<file path="src/rtl/wr_addr_pkg.sv">
// Shared encodings for the write-address sequencer: target/kernel selects, FSM states, kernel lengths.
// Pure declarations, no logic or latency.
package wr_addr_pkg;

  localparam logic TGT_KW   = 1'b0;
  localparam logic TGT_IFMD = 1'b1;

  localparam logic [1:0] KSEL_1X1 = 2'b00;
  localparam logic [1:0] KSEL_3X3 = 2'b01;
  localparam logic [1:0] KSEL_5X5 = 2'b10;
  localparam logic [1:0] KSEL_7X7 = 2'b11;

  localparam int KSEG = 49;

  typedef enum logic {IDLE, RUN} state_t;

  function automatic logic [5:0] k_len(input logic [1:0] ksel);
    logic [5:0] len;
    case (ksel)
      KSEL_1X1: len = 6'd1;
      KSEL_3X3: len = 6'd9;
      KSEL_5X5: len = 6'd25;
      default:  len = 6'd49;
    endcase
    return len;
  endfunction

endpackage

</file>
<file path="src/rtl/wr_addr_idx_cnt.sv">
// Nested word-index / channel counter; idx wraps at i_len_m1 and bumps ch. Zero latency on o_wrap,
// counts only when i_en, holds otherwise; i_clr restarts at (0,0).
module wr_addr_idx_cnt #(
  parameter int IDX_W = 6,
  parameter int CH_W  = 2
) (
  input  logic             clk,
  input  logic             rst,
  input  logic             i_clr,
  input  logic             i_en,
  input  logic [IDX_W-1:0] i_len_m1,
  output logic [IDX_W-1:0] o_idx,
  output logic [CH_W-1:0]  o_ch,
  output logic             o_wrap
);

  logic [IDX_W-1:0] r_idx;
  logic [CH_W-1:0]  r_ch;

  assign o_idx  = r_idx;
  assign o_ch   = r_ch;
  assign o_wrap = (r_idx == i_len_m1);

  always_ff @(posedge clk or negedge rst) begin
    if (!rst) begin
      r_idx <= '0;
      r_ch  <= '0;
    end else if (i_clr) begin
      r_idx <= '0;
      r_ch  <= '0;
    end else if (i_en) begin
      if (o_wrap) begin
        r_idx <= '0;
        r_ch  <= r_ch + 1'b1;
      end else begin
        r_idx <= r_idx + 1'b1;
      end
    end
  end

endmodule

</file>
<file path="src/rtl/wr_addr_seq_gen.sv">
// Multi-channel SRAM write-address sequencer; wr_en/wr_addr/wr_last combinational per accepted beat, done 1 cycle after last.
// No backpressure: in_valid gates each write. Optional sticky err port under WR_ADDR_ERR_EN.
module wr_addr_seq_gen
  import wr_addr_pkg::*;
#(
  parameter int MAX_CH     = 4,
  parameter int IFMD_DEPTH = 64,
  parameter int KMAX       = 7,
  parameter int CH_W       = (MAX_CH > 1) ? $clog2(MAX_CH) : 1,
  parameter int ADDR_W     = $clog2(MAX_CH * ((IFMD_DEPTH > KMAX*KMAX) ? IFMD_DEPTH : KMAX*KMAX))
) (
  input  logic              clk,
  input  logic              rst,
  input  logic              in_st,
  input  logic              tgt,
  input  logic [1:0]        ksel,
  input  logic [CH_W-1:0]   num_ch,
  input  logic              in_valid,
  output logic              wr_en,
  output logic [ADDR_W-1:0] wr_addr,
  output logic [CH_W-1:0]   wr_ch,
  output logic              wr_last,
  output logic              done,
  output logic              busy
`ifdef WR_ADDR_ERR_EN
  ,
  output logic              err
`endif
);

  localparam int SEG_K   = KMAX * KMAX;
  localparam int SEG_MAX = (IFMD_DEPTH > SEG_K) ? IFMD_DEPTH : SEG_K;
  localparam int IDX_W   = $clog2(SEG_MAX);
  localparam logic [CH_W-1:0] CH_MAX = CH_W'(MAX_CH - 1);

  state_t            r_state;
  logic              r_busy;
  logic              r_done;
  logic              r_tgt;
  logic [1:0]        r_ksel;
  logic [CH_W-1:0]   r_num_ch;

  logic              w_wr_en;
  logic              w_wrap;
  logic              w_last;
  logic [IDX_W-1:0]  w_len_m1;
  logic [IDX_W-1:0]  w_idx;
  logic [CH_W-1:0]   w_ch;
  logic [ADDR_W-1:0] w_seg;
  logic [CH_W-1:0]   w_num_ch_clamp;

  // A start pulse always wins over the beat presented in the same cycle.
  assign w_wr_en  = r_busy & in_valid & ~in_st;
  assign w_len_m1 = (r_tgt == TGT_IFMD) ? IDX_W'(IFMD_DEPTH - 1) : IDX_W'(k_len(r_ksel) - 6'd1);
  assign w_seg    = (r_tgt == TGT_IFMD) ? ADDR_W'(IFMD_DEPTH) : ADDR_W'(SEG_K);
  assign w_last   = w_wrap & (w_ch == r_num_ch);
  assign w_num_ch_clamp = (32'(num_ch) > 32'(MAX_CH - 1)) ? CH_MAX : num_ch;

  wr_addr_idx_cnt #(
    .IDX_W (IDX_W),
    .CH_W  (CH_W)
  ) u_idx_cnt (
    .clk      (clk),
    .rst      (rst),
    .i_clr    (in_st),
    .i_en     (w_wr_en),
    .i_len_m1 (w_len_m1),
    .o_idx    (w_idx),
    .o_ch     (w_ch),
    .o_wrap   (w_wrap)
  );

  assign wr_en   = w_wr_en;
  assign wr_last = w_wr_en & w_last;
  assign wr_addr = ADDR_W'(w_ch) * w_seg + ADDR_W'(w_idx);
  assign wr_ch   = w_ch;
  assign done    = r_done;
  assign busy    = r_busy;

  always_ff @(posedge clk or negedge rst) begin
    if (!rst) begin
      r_state  <= IDLE;
      r_busy   <= 1'b0;
      r_done   <= 1'b0;
      r_tgt    <= 1'b0;
      r_ksel   <= '0;
      r_num_ch <= '0;
    end else begin
      r_done <= 1'b0;
      if (in_st) begin
        r_state  <= RUN;
        r_busy   <= 1'b1;
        r_tgt    <= tgt;
        r_ksel   <= ksel;
        r_num_ch <= w_num_ch_clamp;
      end else if (r_state == RUN && w_wr_en && w_last) begin
        r_state <= IDLE;
        r_busy  <= 1'b0;
        r_done  <= 1'b1;
      end
    end
  end

`ifdef WR_ADDR_ERR_EN
  logic r_err;
  assign err = r_err;

  // Stray beats while idle and aborts mid-run are latched until the next clean start.
  always_ff @(posedge clk or negedge rst) begin
    if (!rst) begin
      r_err <= 1'b0;
    end else if (in_st && r_state == IDLE) begin
      r_err <= 1'b0;
    end else if ((in_st && r_state == RUN) || (in_valid && r_state == IDLE)) begin
      r_err <= 1'b1;
    end
  end
`endif

endmodule

</file>
<file path="config.mk">
export PLATFORM = sky130hd
export DESIGN_NAME = wr_addr_seq_gen
export DESIGN_NICKNAME = d
export VERILOG_FILES = /design/src/rtl/wr_addr_pkg.sv /design/src/rtl/wr_addr_idx_cnt.sv /design/src/rtl/wr_addr_seq_gen.sv
export SDC_FILE = /design/constraint.sdc
export NUM_CORES = 1
export LEC_CHECK = 0
export CORE_MARGIN = 1.5
export CORE_UTILIZATION = 51
export DETAILED_ROUTE_END_ITERATION = 8
export PLACE_DENSITY = 0.78
export SLEW_MARGIN = 40
export SYNTH_ARGS = -nofsm -noshare
export SYNTH_HDL_FRONTEND = slang
export SYNTH_SLANG_ARGS = --single-unit
</file>
<file path="constraint.sdc">
create_clock -name clk -period 3.5 [get_ports clk]
set_input_delay 0.875 -clock clk [delete_from_list [all_inputs] [get_ports clk]]
set_output_delay 0.875 -clock clk [all_outputs]
set_load 0.05 [all_outputs]
</file>
-- After elaboration in Yosys (flattened, before gate mapping)
Index checks and enable logic that the tools add are counted.
- $add $sub $neg: 4
- $mul: 1
- equality and inequality tests: 4
- mux-type cells: 13
- bitwise logic cells: 5
- reduce and logical (&&, ||, !) cells: 7
- operators with widths (operator ; count):
    $mux 6 ; 4
    $pmux 6 s3 ; 1
    $add 8x6->8 ; 1
    $mul 2x7->8 ; 1
    $mux 7 ; 1
    $add 6x1->6 const B ; 1
    $eq 6x6->1 ; 1
    $mux 2 ; 3
    $reduce_bool 2->1 ; 3
    $sub 6x1->6 const B ; 1
    $and 1x1->1 ; 4
    $mux 1 ; 4
    $add 2x1->2 const B ; 1
    $eq 2x1->1 const B ; 1
    $eq 2x2->1 ; 1
    $eq 2x2->1 const B ; 1
    $logic_and 1x1->1 ; 2
    $logic_not 2->1 ; 1
    $reduce_and 2->1 ; 1
    $not 1->1 ; 1
- bits in registers: 15
- output and inout bits: 14
- word-level logic and storage cells: 41

-- Logic depth before layout (Yosys ltp)
- word-level depth: 9
- depth in mapped cells: 9
- gate-level depth less buffers: 8

-- Cells and area by module
From an unflattened synthesis, not the netlist that was laid out.
- cell total of the unflattened synthesis: 120
- area total of the unflattened synthesis: 1143.6 um^2
- modules (own cells, without submodules) (module ; instances ; cells each ; area each (um^2)):
    wr_addr_seq_gen ; 1 ; 64 ; 643.1
    wr_addr_idx_cnt ; 1 ; 56 ; 500.5

-- Worst setup path after synthesis
OpenSTA, ideal clock, no wires.
- kind: reg2out
- start point: reg u_idx_cnt.r_ch[0], in the netlist u_idx_cnt.o_ch[0]
- end point: out wr_addr[7]
- arrival: 2.857 ns
- slack: -0.232 ns
- cell stages (with the launch flop): 10
- buffers on the path: 2
- path through: dfrtp_1 clkbuf_1 and2b_1 clkbuf_2 ha_1 ha_1 fa_1 nand2_1 o31ai_1 xnor2_1
- cells in the longest elaborated chain, start to end: 2
- RTL lines (item ; RTL line ; RTL):
    start: declaration ; wr_addr_idx_cnt.sv:18 ; logic [CH_W-1:0] r_ch;
    start signal: assignment ; wr_addr_idx_cnt.sv:34 ; r_ch <= r_ch + 1'b1;
    $mul 2x7->8 ; wr_addr_seq_gen.sv:75 ; assign wr_addr = ADDR_W'(w_ch) * w_seg + ADDR_W'(w_idx);
    $add 8x6->8 ; wr_addr_seq_gen.sv:75 ;
    end: declaration ; wr_addr_seq_gen.sv:20 ; output logic [ADDR_W-1:0] wr_addr,
No other way between the ends.

-- Worst setup path after layout
- start point: reg r_tgt
- end point: out wr_addr[7]
- cells in the longest elaborated chain, start to end: 3
- RTL lines (item ; RTL line ; RTL):
    start: declaration ; wr_addr_seq_gen.sv:39 ; logic r_tgt;
    start signal: assignment ; wr_addr_seq_gen.sv:93 ; r_tgt <= tgt;
    $mux 7 ; wr_addr_seq_gen.sv:55 ; assign w_seg = (r_tgt == TGT_IFMD) ? ADDR_W'(IFMD_DEPTH) : ADDR_W'(SEG_K);
    $mul 2x7->8 ; wr_addr_seq_gen.sv:75 ;
    $add 8x6->8 ; wr_addr_seq_gen.sv:75 ;
No other way between the ends.

==> impl_metrics.yaml <==
run_status:
  outcome: "finished clean"
route:
  ant_nets: 0
  drt-vias-per-instance: 5.58
  drc: 0
  vias: 966
  initialDrtViolationCount: 16
  routedWlPerCell_um: 14.0
  wirelength_mm: 2.43
  detail_route.first_pass.iterations: 4
critical_path:
  startpoint_type: "register"
  regToRegSetupSlack_ns: 1.39
  worst_path_most_repeated_cell: "ha_1"
  arrival_ns: 2.50
  criticalPathCategory: "reg2out"
  critPathMaxStageDelay_ns: 0.43
  path_cells: "and2b_2 > ha_1 > ha_1 > fa_1 > nand2_1 > o31ai_2 > xnor2_2 > buf_12"
  required_ns: 2.62
  slowest_stage: "fa_1"
  crit_fanout: 7
  critPathCaptureType: "output port"
logic_synthesis:
  syn_area_mm2: 0.00116
  synth.avg_cell_area_um2: 9.63
  yosysSeqAreaShare: 0.322
  ys_ff_latch: 15
  yosysTopAreaCell: "dfrtp_1"
  yosys-top-cells-area: "dfrtp_1 (32%), ha_1 (12%), xnor2_1 (4.5%)"
  yosysWarnings: 0
  synth_cells: 121
  synth_cell_types: 43
  synth_top_area_share: 0.322
  synthesis.nets: 142
floorplan:
  die_h_um: 50.8
  row_count: 17
  core_area_mm2: 0.00219
  initial_core_util: 0.532
  dieArea_mm2: 0.00258
  io_pins: 23
  die_x_um: 50.8
clocking:
  insertion_delay_ns: 0.29
  cts_max_path_buffers: 2
  cts-hold-fix-buffers: 0
  root_buffer: "clkbuf_4"
  cts_made_buffers: 3
  cts_num_sinks: 15
  path_clk_slew_ns: 0.09
  cts_tree: "built"
  htree_levels: 1
cells_and_area:
  fin_util: 0.702
  syn_to_final_growth_pct: 32.0
  num-nets-final: 167
  layout-drive-gt1-share: 0.234
  finalNonFillerCells: 173
  stdcell_area_mm2: 0.00154
  n_antenna_cell: 0
grt:
  overflow: 0
  grt_usage: 0.226
  grt_pass1_wl_mm: 4.30
  antenna_found_initial: 0
  grt_pass1_vias: 973
  grt_max_degree: 22
timing:
  worst_pin_slew_ns: 0.678
  setup-tns-final_ns: 0
  rsz0062_at_grt: "false"
  clock_skew_ns: 0.00256
  hold_viol: 0
  fin_crit_sh: 0.964
  drv_slew: 0
  maxSlewHeadroom: 0.547
  setup_viol: 0
  max_freq_mhz: 296
  period_minus_slack_ns: 3.37
flow_run:
  cap_violations: 0
pwr:
  power_density_mw_per_mm2: 252
  ir_worst_vdd_v: 0.000241
  total_power_mw: 0.387
  p_leak_nw: 0.714
min_path:
  hp-class: "reg2reg"
placement:
  io_buffers: 22
  dpl_cell_area_mm2: 0.00147
  gp_congestion: 0.836
  placed_cells: 165
  dp_hpwl_mm: 1.90
==> synth_stat cells, drive strengths merged <==
cell	instances
dfrtp	15
ha	11
nor2	10
nand2	9
mux2	6
nor4	6
xnor2	6
xor2	6
and2	5
buf	5
a21oi	3
clkbuf	3
nand3	3
nor2b	3
nor3	3
o21ai	3
a21o	2
a41oi	2
and2b	2
and3	2
inv	2
a21boi	1
a22oi	1
fa	1
nand2b	1
nand3b	1
nand4	1
nor3b	1
o211ai	1
o311ai	1
o31a	1
o31ai	1
o41ai	1
or3	1
or4	1
==> power breakdown <==
group | total [mW] | leakage (nW) | switching [mW] | internal (mW)
registers | 0.191 | 0.189 | 0.00918 | 0.182
clock network | 0.101 | 0.0177 | 0.0590 | 0.0425
logic | 0.0949 | 0.507 | 0.0529 | 0.0420
==> placed cells by master, fill, tap and decap left out, types with 5 or more instances in the layout <==
cell and n:
clkdlybuf4s50_1 14, nand2_1 9, buf_4 8, and2_1 5
nor2_1 10, xnor2_1 5, dfrtp_1 13, buf_12 6
ha_1 11
==> layout make-up <==
cell class	count	area (um^2)
multi-input combinational	96	769
fill	171	653
sequential	15	378
clock buffer	3	22.5
inverter	2	7.51
tap	28	35.0
clock inverter	1	5.00
timing repair buffer	28	320
==> sequential cells by signal (all words and copies together) (netlist names) <==
signal / cells
busy: 1
r_ksel: 2
u_idx_cnt.o_idx: 6
u_idx_cnt.o_ch: 2
r_tgt: 1
done: 1
r_num_ch: 2
==> routing by layer <==
layer,share of wire,global-route usage
met1,0.43,0.265
met3,0.043,0.0476
met5,0,0
met2,0.50,0.397
met4,0.022,0.0991
==> stage by stage <==
stage	hold slack, ns	setup slack, ns
after floorplan	0.501	-0.0297
after global placement	0.512	0.388
after detailed placement	0.519	0.284
after CTS	0.543	0.0567
after global routing	0.557	0.00931
final	0.536	0.126
==> final timing paths <==
check | from | cells past startpoint | to
worst max-delay path | r_tgt | 8 | wr_addr[7]
worst min-delay path | r_num_ch[0] | 1 | r_num_ch[0]
worst max register to register | r_ksel[0] | 6 | u_idx_cnt.o_ch[1]
worst min register to register | r_num_ch[0] | 1 | r_num_ch[0]
max in group asynchronous | rst | 1 | r_tgt
min in group asynchronous | rst | 1 | r_num_ch[0]
==> worst max-delay path: cells and delay by family, from the launching register on <==
family	cells	cell delay, ns
compound gates	1	0.10
buf+inv	1	0.16
xor+xnor	1	0.19
fa+ha+maj	3	0.95
flops	1	0.42
simple gates	2	0.39
==> cells by family (layout without fill, tap and decap cells) <==
group / count (synthesis) / after routing / share of synthesized area
AOI/OAI and AO/OA: 17 / 17 / 0.102
xor gates and xnor gates: 12 / 12 / 0.0902
adders and majority gates: 12 / 12 / 0.135
buffers and inverters: 10 / 34 / 0.0419
DFF: 15 / 15 / 0.322
muxes: 6 / 6 / 0.0612
and+or+nand+nor: 49 / 49 / 0.247
==> timing repair <==
action,in CTS,in global routing
endpoints found under the setup margin,1,2
cloned,0,0
resized for setup,2,2
pin swaps,0,1
setup buffers,0,4
(Power assumes the default switching activity.)
